[config.mk]
export PLATFORM = sky130hd
export DESIGN_NAME = npc_ras_unit
export DESIGN_NICKNAME = d
export VERILOG_FILES = /design/src/rtl/npc_ras_unit_pkg.sv /design/src/rtl/npc_ras_unit_ras_stack.sv /design/src/rtl/npc_ras_unit.sv
export SDC_FILE = /design/constraint.sdc
export NUM_CORES = 1
export LEC_CHECK = 0
export CORE_MARGIN = 2
export CORE_UTILIZATION = 40
export DETAILED_ROUTE_END_ITERATION = 7
export PLACE_DENSITY_LB_ADDON = 0.08
export SYNTH_ARGS = -nofsm -noshare
export SYNTH_HDL_FRONTEND = slang
export SYNTH_SLANG_ARGS = --single-unit
[constraint.sdc]
create_clock -name clk -period 5.1 [get_ports clk]
set_clock_uncertainty 0.1 [all_clocks]
set_input_delay 1.02 -clock clk [delete_from_list [all_inputs] [get_ports clk]]
set_output_delay 1.02 -clock clk [all_outputs]
set_load 0.01 [all_outputs]
[src/rtl/npc_ras_unit_pkg.sv]
// Shared definitions for the next-PC unit: opcode encodings, default vectors
// and the branch-offset helper.
package npc_ras_unit_pkg;

   typedef enum logic [2:0] {
      NPC_SEQ   = 3'b000,
      NPC_J     = 3'b001,
      NPC_BGTZ  = 3'b010,
      NPC_BEQ   = 3'b011,
      NPC_JAL   = 3'b100,
      NPC_JR    = 3'b101,
      NPC_JR_RA = 3'b110,
      NPC_RSVD  = 3'b111
   } npc_op_e;

   localparam logic [31:0] RESET_PC_DEF = 32'h0000_3000;
   localparam logic [31:0] EXC_VEC_DEF  = 32'h0000_4180;

   // Word offset to byte offset, sign-extended to 32 bits.
   function automatic logic [31:0] sext_shift(input logic [15:0] imm);
      return {{14{imm[15]}}, imm, 2'b00};
   endfunction

endpackage

[src/rtl/npc_ras_unit_ras_stack.sv]
// Circular return-address stack; a push when full overwrites the oldest entry.
module ras_stack #(
   parameter int unsigned RAS_DEPTH = 4,
   parameter int unsigned ADDR_W    = 32,
   localparam int unsigned PTR_W    = $clog2(RAS_DEPTH),
   localparam int unsigned CNT_W    = $clog2(RAS_DEPTH + 1)
) (
   input  logic              clk,
   input  logic              rst_n,
   input  logic              push,
   input  logic              pop,
   input  logic [ADDR_W-1:0] push_data,
   output logic [ADDR_W-1:0] top,
   output logic [CNT_W-1:0]  count
);

   logic [ADDR_W-1:0] mem_q [RAS_DEPTH];
   logic [PTR_W-1:0]  ptr_q;
   logic [CNT_W-1:0]  count_q;
   logic [PTR_W-1:0]  top_idx;

   // ptr_q names the next free slot, so the newest entry sits one below it.
   assign top_idx = ptr_q - PTR_W'(1);
   assign top     = mem_q[top_idx];
   assign count   = count_q;

   always_ff @(posedge clk or negedge rst_n) begin
      if (!rst_n) begin
         for (int i = 0; i < RAS_DEPTH; i++) begin
            mem_q[i] <= '0;
         end
         ptr_q   <= '0;
         count_q <= '0;
      end else if (push) begin
         mem_q[ptr_q] <= push_data;
         ptr_q        <= ptr_q + PTR_W'(1);
         if (count_q != CNT_W'(RAS_DEPTH)) begin
            count_q <= count_q + CNT_W'(1);
         end
      end else if (pop && (count_q != '0)) begin
         ptr_q   <= ptr_q - PTR_W'(1);
         count_q <= count_q - CNT_W'(1);
      end
   end

endmodule

[src/rtl/npc_ras_unit.sv]
// Next-PC unit: PC/EPC registers, next-address mux, return-address stack and
// a saturating count of return mispredicts.
module npc_ras_unit
   import npc_ras_unit_pkg::*;
#(
   parameter int unsigned     ADDR_W    = 32,
   parameter logic [ADDR_W-1:0] RESET_PC = ADDR_W'(RESET_PC_DEF),
   parameter logic [ADDR_W-1:0] EXC_VEC  = ADDR_W'(EXC_VEC_DEF),
   parameter int unsigned     RAS_DEPTH = 4,
   parameter int unsigned     CNT_W     = 16
) (
   input  logic                           clk,
   input  logic                           rst_n,
   input  logic                           stall,
   input  logic [2:0]                     npc_op,
   input  logic [15:0]                    imm16,
   input  logic [25:0]                    imm26,
   input  logic [ADDR_W-1:0]              gpr_rs,
   input  logic                           cmp_eq,
   input  logic                           exc_req,
   input  logic                           eret,
   output logic [ADDR_W-1:0]              pc,
   output logic [ADDR_W-1:0]              pc_add_4,
   output logic [ADDR_W-1:0]              npc,
   output logic [ADDR_W-1:0]              epc,
   output logic                           ras_hit,
   output logic [$clog2(RAS_DEPTH+1)-1:0] ras_count,
   output logic [CNT_W-1:0]               ras_miss_cnt
);

   logic [ADDR_W-1:0] pc_q;
   logic [ADDR_W-1:0] epc_q;
   logic [CNT_W-1:0]  miss_q;
   logic [ADDR_W-1:0] sext;
   logic [ADDR_W-1:0] ras_top;
   logic              is_ret;
   logic              ras_push;
   logic              ras_pop;

   assign sext     = ADDR_W'(signed'(sext_shift(imm16)));
   assign pc_add_4 = pc_q + ADDR_W'(4);
   assign pc       = pc_q;
   assign epc      = epc_q;

   always_comb begin
      npc = pc_add_4;
      if (exc_req) begin
         npc = EXC_VEC;
      end else if (eret) begin
         npc = epc_q;
      end else begin
         case (npc_op_e'(npc_op))
            NPC_J, NPC_JAL: npc = {pc_q[ADDR_W-1:28], imm26, 2'b00};
            NPC_BGTZ:       npc = ($signed(gpr_rs) > 0) ? pc_q + sext : pc_add_4;
            NPC_BEQ:        npc = cmp_eq ? pc_add_4 + sext : pc_add_4;
            NPC_JR, NPC_JR_RA: npc = gpr_rs;
            default:        npc = pc_add_4;
         endcase
      end
   end

   // The stack only predicts; jr_ra always goes to gpr_rs regardless of hit.
   assign is_ret   = (npc_op == NPC_JR_RA);
   assign ras_hit  = is_ret && (ras_count != '0) && (ras_top == gpr_rs);
   assign ras_push = !stall && !exc_req && (npc_op == NPC_JAL);
   assign ras_pop  = !stall && !exc_req && is_ret;

   ras_stack #(
      .RAS_DEPTH (RAS_DEPTH),
      .ADDR_W    (ADDR_W)
   ) u_ras_stack (
      .clk       (clk),
      .rst_n     (rst_n),
      .push      (ras_push),
      .pop       (ras_pop),
      .push_data (pc_add_4),
      .top       (ras_top),
      .count     (ras_count)
   );

   always_ff @(posedge clk or negedge rst_n) begin
      if (!rst_n) begin
         pc_q   <= RESET_PC;
         epc_q  <= '0;
         miss_q <= '0;
      end else if (!stall) begin
         pc_q <= npc;
         if (exc_req) begin
            epc_q <= pc_q;
         end
         if (ras_pop && !ras_hit && (miss_q != '1)) begin
            miss_q <= miss_q + CNT_W'(1);
         end
      end
   end

   assign ras_miss_cnt = miss_q;

endmodule

==> results of run 1 <==
-- kinds of logic (layout without fill, tap and decap cells) --
family,Yosys count,count (layout),share of synthesized area
AOI/OAI and AO/OA,541,541,0.2197
DFF,213,213,0.3538
and+or+nand+nor,470,470,0.1464
muxes,113,113,0.1072
buffers and inverters,146,846,0.03876
other,0,3,0
xor gates and xnor gates,127,127,0.07379
adders and majority gates,71,71,0.06043
-- per-layer routing --
| metal | global-route usage | vias up | wire length, um |
|---|---|---|---|
| li1 | - | 7553 | - |
| met1 | 0.4541 | 8009 | 28590 |
| met2 | 0.5332 | 525 | 29960 |
| met3 | 0.04156 | 107 | 4045 |
| met4 | 0.1075 | 0 | 2267 |
| met5 | 0 | - | 0 |
-- critical path: stages, from the launching register on --
cell	delay (ns)
dfstp_2	0.53
nand4_1	0.12
buf_6	0.17
nor4_4	0.31
nand2_2	0.15
buf_6	0.16
xor2_4	0.17
inv_4	0.08
ha_4	0.26
nand4_1	0.17
nor4_2	0.34
o221ai_2	0.19
o211ai_1	0.20
buf_4	0.17
a221o_1	0.18
a31oi_2	0.12
xnor2_2	0.17
nand2_1	0.10
a21oi_2	0.16
buf_2	0.15
-- flip-flops by register name (all words and copies together) (netlist names) --
register	flops
epc	32
u_ras_stack.count	3
pc	32
u_ras_stack.ptr_q	2
ras_miss_cnt	16
u_ras_stack.mem_q	128
-- metrics by stage --
stage	utilization	worst slack [ns]
after detailed placement	0.5656	-0.7664
after global placement	0.5656	-0.7940
final	0.6385	-0.4900
after global routing	0.6385	-0.6250
after floorplan	-	0.1483
after CTS	0.6263	-0.4213
-- repair_timing --
item	in CTS	in global routing
resized for setup	314	88
setup buffers	64	21
pin swaps	100	78
setup endpoints to repair	30	27
-- synthesized netlist by cell type, drive strengths merged, types with 4 or more instances --
library cell  instances
mux4                 32
buf                  17
dfrtp               211
a22o                  4
o211ai               22
a221oi               17
o21a                  7
nand4                28
a21o                 29
o21bai                6
or3                   6
a22oi                18
ha                   68
o22ai                18
and4                  4
nand2b                6
a21oi               103
inv                  48
clkbuf               80
a221o                 5
and2                  8
nand3                29
and3                 24
mux2i                14
nand3b                5
xor2                 65
a2111oi               8
nand2               223
nor4                 18
a31oi                12
a211oi               15
o31ai                12
nor3                 19
nor2b                12
xnor2                62
nor2                 80
mux2                 67
o21ai               227
o221ai               14
-- power by group --
| group | total (uW) | internal [uW] | leakage, uW | switching, uW |
|---|---|---|---|---|
| Sequential | 2250 | 2010 | 0.00284 | 239 |
| Combinational | 3670 | 1860 | 0.00747 | 1810 |
| Clock | 1900 | 1120 | 0.000435 | 778 |
| Total | 7820 | 4990 | 0.0108 | 2830 |
-- area by class of cell --
class | instances | area, um^2
clock inverters | 12 | 123.9
repair buffers | 749 | 6354
fillers | 3200 | 13520
well taps | 511 | 639.4
multi-input cells | 1322 | 10480
flip-flops and latches | 213 | 5338
diodes | 3 | 7.507
clock buffers | 36 | 748.2
inverters | 49 | 191.4
-- worst max path at each step --
stage,endpoint,slack [ns]
CTS,npc[30],-0.42
finish,npc[28],-0.49
detailed placement,npc[24],-0.77
floorplan,npc[29],0.15
global placement,npc[24],-0.79
global route,npc[28],-0.63
==> impl_metrics.yaml, run 1 <==
synth:
  synth_seq_cells: 213
  ys_types: 76
  synth_edf_count: 0
  yosysTopAreaCellShare: 0.3503
  synthTopCellsByArea: "dfrtp_1 35%, o21ai_0 7.5%, ha_1 5.6%"
  postSynthNetCount: 1835
  syn_area_mm2: 0.01507
  yosys_warnings: 0
  synthCells: 1681
  synth-main-ff-cell: "dfrtp_1"
  synth_top_cell_by_area: "dfrtp_1"
  async_flop_share: 1.000
  synth-seq-area-share: 0.3538
  postSynthAreaPerCell_um2: 8.968
route:
  viasPerCell: 5.594
  wirelength_mm: 64.87
  drtAntennaViolNets: 0
  wl_per_cell_um: 22.41
  drt_iter0_drc: 1154
  drtPass1Iterations: 5
  drc: 0
  num_vias: 16190
global_route:
  grt_pass1_wl_mm: 96.24
  grt_start_max_net_pins: 111
  first_global_vias: 16030
  antenna_found_initial: 4
  grt_remaining_overflow: 0
  gr-usage-all-layers: 0.3283
sta:
  slew_viol_final: 0
  setup_ws_ns: -0.4900
  holdWs_ns: 0.3746
  setup_viol: 14
  hold_viol_final: 0
  finalSetupTns_ns: -4.767
  worstMarginPinSlew_ns: 0.8788
  fin_crit_ns: 5.590
  rsz0062_at_grt: "yes"
  fmax_ghz: 0.1789
  relSlewSlack: 0.4141
  fin_crit_sh: 1.096
critical_path:
  reg2reg_depth: 28
  r2r-start: "pc[12]"
  cp-start-kind: "flop"
  end_kind: "primary output"
  r2r_slack_ns: 0.16
  cp.arrival_ns: 4.47
  cp_max_fo: 3
  critPathRequiredTime_ns: 3.98
  startpoint: "pc[12]"
  timing.rr.end: "pc[24]"
  crit_type: "reg2out"
floorplanning:
  start_util: 0.4031
  num_rows: 71
  num_io_pins: 231
  dieArea_mm2: 0.03926
  die_y_um: 198.1
  die-width_um: 198.1
  coreArea_mm2: 0.03740
cts:
  htreeDepth: 1
  cts_hold_buf: 0
  clk_pin_slew_ns: 0.06
  root_buffer: "clkbuf_16"
  cts_buffers: 26
  clock_sinks: 213
  cts_tree: "built"
  clk-insertion-delay-late_ns: 0.58
  clock_path_buffers: 3
run_status:
  violations: "negative setup slack"
  status: "finished, violations left"
min_path:
  holdPathEnd: "u_ras_stack.mem_q[91]"
  hold_start: "u_ras_stack.mem_q[91]"
  min_path_type: "reg2reg"
  hold_depth: 2
cells_and_area:
  final_cell_mix: "477 x buf_4, 219 x nand2_1, 207 x dfrtp_1, 200 x o21ai_0, 192 x clkdlybuf4s50_1"
  layoutNonFillerInstCount: 2895
  design_area_mm2: 0.02388
  area_growth_pct: 58.40
  fin_nets: 2515
  final_common_cell: "buf_4"
  drive_gt1_frac: 0.3780
placement:
  globalplace.congestion: 0.9395
  dpl_cell_area_mm2: 0.02115
  place_inst: 2778
  io_buffers: 230
  hpwl_mm: 49.45
power_and_ir_drop:
  ir_worst_vdd_mv: 0.2803
  fin_total_pwr_uw: 7822
  power_leakage_uw: 0.01075
  pwr_density_cell_mw_per_mm2: 327.6
flow_run:
  cap_viol_max_count: 0
Power figures use the tool's default switching activity.
==> run 2: changes to the inputs <==
--- a/config.mk
+++ b/config.mk
@@ -6,6 +6,7 @@
 export NUM_CORES = 1
 export LEC_CHECK = 0
+export CAP_MARGIN = 40
 export CORE_MARGIN = 2
-export CORE_UTILIZATION = 40
+export CORE_UTILIZATION = 36
 export DETAILED_ROUTE_END_ITERATION = 7
 export PLACE_DENSITY_LB_ADDON = 0.08
==> constraint.sdc (replaced) <==
create_clock -name clk -period 5.1 [get_ports clk]
set_clock_uncertainty 0.1 [all_clocks]
set_input_delay 0.765 -clock clk [delete_from_list [all_inputs] [get_ports clk]]
set_output_delay 0.765 -clock clk [all_outputs]
set_load 0.01 [all_outputs]
==> impl_metrics.yaml, run 2 (synthesis results as in run 1) <==
placement:
  dpl_cell_area_mm2: 0.02059
  globalplace.congestion: 0.9536
  place_inst: 2733
  hpwl_mm: 50.50
  place_worst_setup_slack_ns: -0.2795
  io_buffers: 230
cts:
  cts_hold_buf: 0
  cts_buffers: 27
  clock_sinks: 213
  clk_pin_slew_ns: 0.06
  cts_tree: "built"
  clk-insertion-delay-late_ns: 0.59
  root_buffer: "clkbuf_16"
  htreeDepth: 1
  clock_path_buffers: 3
global_route:
  antenna_found_initial: 0
  grt_pass1_wl_mm: 98.48
  grt_remaining_overflow: 0
  first_global_vias: 15890
  gr-usage-all-layers: 0.2977
  grt_start_max_net_pins: 99
power_and_ir_drop:
  p_clk_frac: 0.238
  seqPwrFrac: 0.291
  internal_power_uw: 4881
  pwr_density_cell_mw_per_mm2: 328.2
  power.share.combinational: 0.471
  p_sw_uw: 2835
  power_leakage_uw: 0.01053
  p_sw_frac: 0.3674
  ir_worst_vdd_mv: 0.2401
route:
  drtPass1Iterations: 6
  wl_met1_mm: 29.69
  drt_iter0_drc: 1215
  viasPerCell: 5.533
  drtAntennaViolNets: 0
  wirelength_mm: 66.58
  drc: 0
  top_layer_used: "met4"
  wl_met2_mm: 30.67
  wl_met3_mm: 4.318
  wl_per_cell_um: 23.07
  num_vias: 15970
critical_path:
  timing.rr.end: "pc[8]"
  cpLargestDelayFamily: "compound AO/OA/AOI/OAI gates"
  end_kind: "primary output"
  r2r_slack_ns: 0.17
  cp_max_fo: 3
  r2r-start: "pc[2]"
  cp.arrival_ns: 4.47
  reg2reg_depth: 31
  crit_buf_inv: 5
  crit_chain: "nand4_1 -> buf_6 -> nor4_4 -> buf_4 -> xnor2_4 -> inv_2 -> ha_4 -> buf_6 -> nand4_1 -> nor4_2 -> o221ai_2 -> o211ai_1 -> a221o_1 -> a31oi_1 -> xnor2_1 -> nand2_1 -> a21oi_2 -> buf_2"
  crit_type: "reg2out"
  cp-start-kind: "flop"
  critPathRequiredTime_ns: 4.24
  crit_path_top_delay_cell: "dfstp_2"
  cpPeakStageDelay_ns: 0.53
flow_run:
  cap_viol_max_count: 0
cells_and_area:
  fillerInstances: 3709
  final_cell_mix: "469 x buf_4, 215 x nand2_1, 210 x dfrtp_1, 206 x clkdlybuf4s50_1, 198 x o21ai_0"
  final_common_cell: "buf_4"
  design_area_mm2: 0.02351
  area_growth_pct: 55.93
  top_register: "u_ras_stack.mem_q"
  fin_nets: 2491
  final_core_util: 0.5718
  drive_gt1_frac: 0.3638
  largest_reg_flops: 128
  layoutNonFillerInstCount: 2886
floorplanning:
  num_rows: 74
  start_util: 0.3667
  coreArea_mm2: 0.04111
  num_io_pins: 231
  dieArea_mm2: 0.04353
  die_y_um: 208.6
  die-width_um: 208.6
sta:
  rsz0062_at_grt: "yes"
  setup_viol: 9
  setup_ws_ns: -0.2392
  worstMarginPinSlew_ns: 0.9299
  relSlewSlack: 0.3780
  holdWs_ns: 0.1193
  fmax_ghz: 0.1873
  hold_viol_final: 0
  fin_crit_sh: 1.047
  slew_viol_final: 0
  fin_crit_ns: 5.339
run_status:
  violations: "negative setup slack"
  status: "finished, violations left"
min_path:
  min_path_type: "in2async"
run 2: layer usage:
metal  up-vias  GRT usage
met5         -          0
met2       512     0.4820
met1      7860     0.4193
met4         0    0.07586
li1       7499          -
met3        98    0.04268
run 2: through the flow:
step	power, uW	setup TNS [ns]
after floorplan	3909	0
after global placement	5467	-2.566
after detailed placement	5483	-3.137
after CTS	7589	-1.305
after global routing	8134	-3.140
final	7716	-1.343
run 2: layout make-up:
| class | instances | area (um^2) | area share |
|---|---|---|---|
| multi-input combinational | 1322 | 10420 | 0.4433 |
| antenna | 1 | 2.502 | 0.0001065 |
| clock inverter | 10 | 76.32 | 0.003247 |
| tap | 532 | 665.6 | 0.02832 |
| clock buffer | 35 | 765.7 | 0.03258 |
| timing repair buffer | 724 | 6057 | 0.2577 |
| inverter | 49 | 183.9 | 0.007825 |
| sequential | 213 | 5334 | 0.2269 |
run 2: what timing repair did:
action / CTS / global route
resized for setup: 234 / 114
setup endpoints to repair: 26 / 28
setup buffers: 80 / 37
pin swaps: 78 / 72
run 2: power by group through the flow:
stage / combinational (uW) / clock (uW) / sequential [uW]
finish: 3640 / 1830 / 2250
floorplan: 1640 / 0 / 2270
CTS: 3460 / 1880 / 2240
global placement: 3210 / 0 / 2250
detailed placement: 3210 / 0 / 2270
global route: 3900 / 1950 / 2290
run 2: worst max path at each step:
stage | from | end | slack, ns | depth (start not counted)
after floorplan | pc[12] | npc[29] | 0.40 | 16
after global placement | imm16[0] | npc[24] | -0.23 | 15
after detailed placement | pc[12] | npc[20] | -0.28 | 18
after CTS | pc[12] | npc[20] | -0.19 | 20
after global routing | pc[12] | npc[25] | -0.38 | 22
final | pc[12] | npc[28] | -0.24 | 18
==> run 3: changes to the inputs <==
- GPL_TIMING_DRIVEN: not set -> 0
==> impl_metrics.yaml, run 3 (synthesis results as in run 1) <==
run_status:
  status: "finished, violations left"
  violations: "negative setup slack"
critical_path:
  r2r_slack_ns: 1.01
  critPathRequiredTime_ns: 4.24
  crit_type: "reg2out"
  cp_max_fo: 4
  crit_path_top_delay_cell: "dfrtp_2"
  crit_chain: "nand4_1 -> buf_4 -> nor3_4 -> and3_4 -> and3_4 -> xnor2_4 -> inv_2 -> ha_4 -> nand4_1 -> nor4_2 -> o221ai_1 -> o211ai_1 -> buf_4 -> a221o_1 -> a31oi_1 -> xnor2_1 -> nand2_1 -> a21oi_2 -> buf_2"
  timing.rr.end: "pc[20]"
  cpPeakStageDelay_ns: 0.38
  r2r-start: "pc[5]"
  startpoint: "pc[5]"
  cp.arrival_ns: 4.55
  reg2reg_depth: 18
  end_kind: "primary output"
  cp-start-kind: "flop"
placement:
  io_buffers: 226
  dpl_cell_area_mm2: 0.01821
  hpwl_mm: 51.60
  globalplace.congestion: 0.9519
sta:
  relSlewSlack: 0.3522
  fin_crit_ns: 5.418
  fmax_ghz: 0.1846
  setup_ws_ns: -0.3175
  worstMarginPinSlew_ns: 0.9717
  hold_viol_final: 0
  setup_viol: 12
  slew_viol_final: 0
  fin_crit_sh: 1.062
  rsz0062_at_grt: "yes"
cts:
  clk_pin_slew_ns: 0.06
  clock_path_buffers: 3
  htreeDepth: 1
  clk-insertion-delay-late_ns: 0.60
  cts_buffers: 27
  cts_tree: "built"
  cts_hold_buf: 0
  root_buffer: "clkbuf_16"
  clock_sinks: 213
cells_and_area:
  design_area_mm2: 0.02156
  final_common_cell: "nand2_1"
  final_cell_mix: "218 x nand2_1, 204 x o21ai_0, 197 x dfrtp_1, 192 x clkdlybuf4s50_1, 111 x buf_4"
  top_register: "u_ras_stack.mem_q"
  fin_nets: 2206
  largest_reg_flops: 128
  fillerInstances: 3904
  area_growth_pct: 43.04
  drive_gt1_frac: 0.2572
  final_core_util: 0.5245
floorplanning:
  num_rows: 74
  dieArea_mm2: 0.04353
  die-width_um: 208.6
  start_util: 0.3667
  coreArea_mm2: 0.04111
  die_y_um: 208.6
  num_io_pins: 231
global_route:
  first_global_vias: 15300
  antenna_found_initial: 1
  grt_pass1_wl_mm: 100.1
  grt_remaining_overflow: 0
  grt_start_max_net_pins: 110
  gr-usage-all-layers: 0.3078
route:
  num_vias: 15670
  drt_iter0_drc: 1428
  wirelength_mm: 69.24
  drc: 0
  drtPass1Iterations: 7
  viasPerCell: 6.013
  drtAntennaViolNets: 0
  wl_per_cell_um: 26.57
power_and_ir_drop:
  power_leakage_uw: 0.009153
  pwr_density_cell_mw_per_mm2: 352.9
  fin_total_pwr_uw: 7608
  ir_worst_vdd_mv: 0.2421
min_path:
  min_path_type: "in2async"
flow_run:
  cap_viol_max_count: 0
[run 3: changes by cell type in the layout (fill, tap and decap cells not counted), moves of 10 or more]
cell,previous run,this run
buf_4,469,111
clkbuf_1,2,56
clkdlybuf4s50_1,206,192
dfrtp_1,210,197
dfrtp_2,1,14
dlymetal6s2s_1,0,12
clkbuf_2,0,10
nor4_1,13,3
nor4_2,2,12
[run 3: report_power, final]
part	internal (uW)	total, uW	leakage [uW]	switching, uW
logic	1520	3280	0.00585	1760
clock network	1210	2030	0.000471	821
registers	2010	2300	0.00283	290
total	4730	7610	0.00915	2880
[run 3: per-layer routing]
| metal | GRT usage | part of all wire |
|---|---|---|
| met5 | 0 | 0 |
| met4 | 0.1209 | 0.045 |
| met3 | 0.04313 | 0.072 |
| met2 | 0.5026 | 0.46 |
| met1 | 0.4141 | 0.42 |
[run 3: critical path, delay by kind of cell (launching register included)]
family                     cells  cell delay (ns)
adders and majority gates      1             0.28
xor gates and xnor gates       2             0.34
AOI/OAI and AO/OA              5             0.85
DFF                            1             0.38
buffers and inverters          4             0.64
and+or+nand+nor                7             1.44
[run 3: area by class of cell]
cell class	instances	area, um^2	area share
multi-input combinational	1322	10670	0.4949
sequential	213	5350	0.2481
timing repair buffer	355	3326	0.1542
clock buffer	41	858.3	0.03981
tap	532	665.6	0.03087
buffer	84	414.1	0.01921
inverter	49	188.9	0.008762
clock inverter	8	82.58	0.003830
antenna	2	5.005	0.0002321
[run 3: how the worst max path moves through the flow]
stage | endpoint | slack [ns]
global placement | epc[19] | -6.40
floorplan | npc[29] | 0.40
finish | npc[28] | -0.32
CTS | npc[26] | -0.31
detailed placement | npc[29] | -1.74
global route | npc[28] | -0.44
[run 3: timing repair]
| action | in CTS | in global routing |
|---|---|---|
| setup buffers | 92 | 20 |
| setup endpoints to repair | 42 | 26 |
| gates resized for setup | 349 | 70 |
| pin swaps | 88 | 47 |
[run 3: metrics by stage]
step	std cells	hold WS, ns	TNS [ns]	setup slack (ns)
4_1_cts	2584	0.1889	-1.729	-0.3102
5_1_grt	2605	0.2330	-3.694	-0.4398
2_1_floorplan	1681	0.3446	0	0.4033
6_report	2606	0.1562	-2.169	-0.3175
3_5_place_dp	2457	0.3650	-30.46	-1.744
3_3_place_gp	2439	0.3564	-1384.74	-6.400
